### config.mk
export PLATFORM = sky130hd
export DESIGN_NAME = icache_responder
export DESIGN_NICKNAME = d
export VERILOG_FILES = /design/src/rtl/icache_responder.sv
export SDC_FILE = /design/constraint.sdc
export NUM_CORES = 2
export LEC_CHECK = 0
export CAP_MARGIN = 20
export CORE_ASPECT_RATIO = 0.75
export CORE_UTILIZATION = 55
export DETAILED_ROUTE_END_ITERATION = 16
export DONT_BUFFER_PORTS = 1
export GPL_TIMING_DRIVEN = 0
export PLACE_DENSITY = 0.71
export SYNTH_ARGS = -nofsm -noshare
export SYNTH_HDL_FRONTEND = slang
export SYNTH_SLANG_ARGS = --single-unit
### constraint.sdc
create_clock -name clk -period 6 [get_ports clk]
set_input_delay 1.2 -clock clk [delete_from_list [all_inputs] [get_ports clk]]
set_output_delay 1.2 -clock clk [all_outputs]
set_load 0.02 [all_outputs]
### src/rtl/icache_responder.sv
// icache_responder: direct-mapped read-only instruction cache with word-by-word line refill
module icache_responder #(
  parameter int ADDR_WIDTH     = 32,
  parameter int INSTR_WIDTH    = 32,
  parameter int NUM_LINES      = 16,
  parameter int WORDS_PER_LINE = 4
) (
  input  logic                   clk,
  input  logic                   rst,
  input  logic                   imem_req,
  input  logic [ADDR_WIDTH-1:0]  imem_addr,
  input  logic                   imem_flush,
  input  logic                   invalidate,
  output logic [INSTR_WIDTH-1:0] imem_rdata,
  output logic                   imem_valid,
  output logic                   busy,
  output logic                   mem_req,
  output logic [ADDR_WIDTH-1:0]  mem_addr,
  input  logic [INSTR_WIDTH-1:0] mem_rdata,
  input  logic                   mem_valid
);
  localparam int OW = $clog2(WORDS_PER_LINE);
  localparam int IW = $clog2(NUM_LINES);
  localparam int TW = ADDR_WIDTH - 2 - OW - IW;
  typedef enum logic [2:0] {IDLE, LOOKUP, REFILL_REQ, REFILL_WAIT, RESPOND} state_t;
  state_t                 state_q, state_d;
  logic [ADDR_WIDTH-3:0]  addr_q, addr_d;
  logic [OW-1:0]          k_q, k_d;
  logic                   cancel_q, cancel_d, inv_pend_q, inv_pend_d;
  logic [ADDR_WIDTH-1:0]  mem_addr_q, mem_addr_d;
  logic [NUM_LINES-1:0]   valid_q, valid_d;
  logic [TW-1:0]          tag_q [NUM_LINES];
  logic [INSTR_WIDTH-1:0] data_q [NUM_LINES][WORDS_PER_LINE];
  logic [OW-1:0]          off;
  logic [IW-1:0]          idx;
  logic [TW-1:0]          tag;
  logic                   hit, fill, last, unused_lsb;
  assign off        = addr_q[OW-1:0];
  assign idx        = addr_q[OW+:IW];
  assign tag        = addr_q[ADDR_WIDTH-3-:TW];
  assign hit        = valid_q[idx] && tag_q[idx] == tag;
  assign fill       = state_q == REFILL_WAIT && mem_valid;
  assign last       = k_q == OW'(WORDS_PER_LINE - 1);
  assign unused_lsb = ^imem_addr[1:0];
  assign busy       = state_q != IDLE;
  assign mem_req    = state_q == REFILL_REQ;
  assign mem_addr   = mem_addr_q;
  assign imem_valid = !cancel_q && (state_q == RESPOND || (state_q == LOOKUP && hit));
  assign imem_rdata = imem_valid ? data_q[idx][off] : '0;
  always_comb begin
    state_d    = state_q;
    addr_d     = addr_q;
    k_d        = k_q;
    valid_d    = valid_q;
    cancel_d   = state_q != IDLE && (cancel_q || imem_flush);
    inv_pend_d = state_q != IDLE && (inv_pend_q || invalidate);
    // a deferred invalidate lands before the lookup of a request accepted this cycle
    if (state_q == IDLE && (invalidate || inv_pend_q)) valid_d = '0;
    case (state_q)
      IDLE: if (imem_req && !imem_flush) begin
        state_d = LOOKUP;
        addr_d  = imem_addr[ADDR_WIDTH-1:2];
      end
      LOOKUP: if (hit) state_d = IDLE;
      else begin
        state_d      = REFILL_REQ;
        k_d          = '0;
        valid_d[idx] = 1'b0;
      end
      REFILL_REQ: state_d = REFILL_WAIT;
      REFILL_WAIT: if (mem_valid) begin
        state_d      = last ? RESPOND : REFILL_REQ;
        k_d          = last ? k_q : k_q + OW'(1);
        valid_d[idx] = last;
      end
      RESPOND: state_d = IDLE;
      default: state_d = IDLE;
    endcase
    mem_addr_d = state_d == REFILL_REQ ? {addr_q[ADDR_WIDTH-3:OW], k_d, 2'b00} : mem_addr_q;
  end
  always_ff @(posedge clk) begin
    if (rst) begin
      state_q    <= IDLE;
      addr_q     <= '0;
      k_q        <= '0;
      cancel_q   <= 1'b0;
      inv_pend_q <= 1'b0;
      mem_addr_q <= '0;
      valid_q    <= '0;
    end else begin
      state_q    <= state_d;
      addr_q     <= addr_d;
      k_q        <= k_d;
      cancel_q   <= cancel_d;
      inv_pend_q <= inv_pend_d;
      mem_addr_q <= mem_addr_d;
      valid_q    <= valid_d;
    end
  end
  always_ff @(posedge clk) begin
    if (fill) begin
      data_q[idx][k_q] <= mem_rdata;
      if (last) tag_q[idx] <= tag;
    end
  end
endmodule

==> flow_metrics.tcl <==
set metrics [dict create \
    drc_errors 0 \
    grt_overflow 0 \
    avgSynthCellArea_um2 23.3 \
    antenna_found_initial 10 \
    p_switching_uw 7380 \
    swShare_pct 21.0 \
    fin_nets 4585 \
    regArea_um2 74800 \
    report.final.slew_viol_count 0 \
    outcome "complete, no violations" \
    syn_area_um2 97200 \
    synth_seq_cells 2519 \
    fmaxAchievable_mhz 168 \
    clock_latency_ns 0.86 \
    initial_core_util_pct 55.4 \
    io_pins 137 \
    cts_buffers 221 \
    grt_max_degree 65 \
    synth_edf_count 2432 \
    cp_common_cell "mux4_2" \
    clkTransAtPathRegs_ns 0.07 \
    p_int_uw 27700 \
    cts_tree "done" \
    crit_path_start_kind "flop" \
    drt_first_pass_iters 6 \
    drive_gt1_share_pct 31.5 \
    setup_ws_ns 0.0394 \
    h-tree-depth 4 \
    wl_per_cell_um 36.7 \
    peakVddDrop_mv 0.265 \
    ys_top_cells_by_area "edfxtp_1 75%, mux4_2 17%, dfxtp_1 1.8%" \
    die-area_um2 178000 \
    die_width_um 487 \
    root_buffer "clkbuf_16" \
    critPathMaxFanout 11 \
    cp.arrival_ns 4.76 \
    grt_pass1_wl_um 361000 \
    yosysWarningCount 0 \
    skew_ns 0.0678 \
    p_leak_uw 0.0338 \
    min-delay-path-class "in2reg" \
    place_inst 6627 \
    synthCells 4176 \
    grt_pass1_vias 47000 \
    utilization_pct 63.2 \
    vias 48300 \
    path_cells "buf_12 -> buf_12 -> buf_8 -> buf_6 -> buf_8 -> clkbuf_16 -> buf_4 -> mux4_2 -> mux4_2 -> mux4_2 -> nor2b_4" \
    p_seq_share_pct 55.2 \
    clock_path_buffers 3 \
    yosysUniqueCellTypes 71 \
    powerDensity_nw_per_um2 317 \
    stdcell_count 7067 \
    final_area_um2 111000 \
    ys.flop_type "edfxtp_1" \
    worstMarginPinSlew_ns 1.23 \
    pwr-share-comb_pct 5.0 \
    dp_slack_ns -0.485 \
    row_count 133 \
    wl_um 259000 \
    setup_tns_ns 0 \
    maxCapViolations 0 \
    fillers 11400 \
    critPathTopFamily "multiplexers" \
    hold_violations 0 \
    ys_async_sr_fraction_pct 0 \
    io_buffer_count 0 \
    critPathBufInv 7 \
    area_growth_pct 14.0 \
    fp.coreArea_um2 175000 \
    clock_power_share_pct 39.7 \
    period_minus_slack_ns 5.96 \
    synth.top_cell.area_share_pct 75.1 \
    slowest_stage "mux4_2" \
    fin_crit_sh_pct 99.3 \
    cp.required_ns 4.80 \
    relSlewSlack_pct 18.1 \
    cts_hold_buffers 0 \
    ys_seq_area_share_pct 76.9 \
    clock-sinks 2519 \
    multi_input_area_um2 21900 \
    dpl-instance-area_um2 102000 \
    setup_violations 0 \
    drtIter0Drc 7587 \
    vias_per_cell 6.84 \
    crit_type "reg2out" \
    ant_nets 0 \
    critPathCaptureType "primary output" \
    die_h_um 366 \
    synth_top_area_cell "edfxtp_1" \
    r2r_setup_slack_ns 1.47 \
    slowest_delay_ns 0.64 \
    dp_hpwl_um 163000 \
    track_usage_pct 29.3 \
    gp_congestion 0.921 \
]
[cells in the final DEF (no fill, tap or decap), types with 13 or more instances in the layout]
master	count
clkbuf_2	41
buf_12	61
nor2_4	49
o21ai_0	14
mux2i_1	99
buf_2	22
xnor2_1	17
nor2b_4	29
clkbuf_1	110
clkbuf_4	23
mux4_2	738
clkinv_2	32
nor2_1	16
buf_8	29
nand2_1	91
bufinv_16	15
or2_2	19
inv_4	16
clkinv_1	55
a21oi_1	55
o311ai_0	16
nand3_1	15
buf_6	20
dfxtp_1	86
nand2b_1	66
buf_4	53
inv_1	13
edfxtp_1	2432
clkbuf_16	230
buf_16	28
[sequential cells by signal, indices dropped and copies added, names as in the netlist, named ones only]
register    cells
data_q       2048
tag_q         384
valid_q        16
state_q         3
k_q             2
mem_addr       30
cancel_q        1
inv_pend_q      1
addr_q         30
[power groups by stage]
| stage | clock (uW) | combinational [uW] | sequential (uW) |
|---|---|---|---|
| finish | 13900 | 1770 | 19400 |
| global placement | 0 | 1570 | 19700 |
| detailed placement | 0 | 1620 | 19700 |
| floorplan | 0 | 1030 | 19700 |
| CTS | 14000 | 1700 | 19400 |
| global route | 14600 | 1810 | 19400 |
[cell usage after synthesis (19+ instances only)]
| master | n |
|---|---|
| edfxtp_1 | 2432 |
| mux4_2 | 738 |
| clkbuf_1 | 113 |
| mux2i_1 | 102 |
| nand2_1 | 92 |
| dfxtp_1 | 87 |
| nand2b_1 | 66 |
| nor2_1 | 65 |
| a21oi_1 | 55 |
| nor2b_1 | 44 |
| buf_2 | 43 |
| buf_1 | 42 |
| inv_1 | 30 |
| o21ai_0 | 19 |
| or2_2 | 19 |
| xnor2_1 | 19 |
[metal layers]
metal  share of wire, %  GRT usage (%)
met1                 40           45.9
met2                 43           40.9
met3                 14           7.67
met4                3.2           8.68
met5              0.010              0
[stage by stage]
stage	hold WS, ns	power (uW)
after floorplan	0.453	20700
after global placement	0.473	21300
after detailed placement	0.471	21400
after CTS	0.382	35100
after global routing	0.384	35800
final	0.432	35100
[worst paths after layout]
check | startpoint | endpoint | depth (start not counted)
setup reg to reg | state_q[2] | data_q[6][74] | 11
hold reg to reg | valid_q[9] | valid_q[9] | 2
setup / recovery | flop | imem_rdata[2] | 11
hold / removal | mem_rdata[7] | data_q[8][39] | 0
[final cells by class]
| type | count | area share [%] |
|---|---|---|
| sequential | 2519 | 67.5 |
| antenna | 5 | 0.0113 |
| inverter | 31 | 0.145 |
| multi-input combinational | 1400 | 19.8 |
| clock inverter | 114 | 0.900 |
| tap | 2362 | 2.67 |
| clock buffer | 294 | 5.37 |
| buffer | 227 | 1.68 |
| timing repair buffer | 115 | 1.91 |
[cell families (layout without fill, tap and decap cells)]
kind of cell           count (synthesis)  count (layout)  synth area share (%)
AO/OA/AOI/OAI                        166             166                  1.19
flip-flops                          2519            2519                  76.9
multiplexers                         860             860                  18.5
other                                  1               7               0.00386
XOR/XNOR                              23              23                 0.207
buffers and inverters                258             781                  1.27
AND/OR/NAND/NOR                      349             349                  1.87
[timing repair]
item | in CTS | in global routing
resized for setup | 347 | 72
buffers inserted | 5 | 16
cloned | 2 | 0
setup endpoints to repair | 33 | 33
pin swaps | 2 | 8
Power figures use the tool's default switching activity.
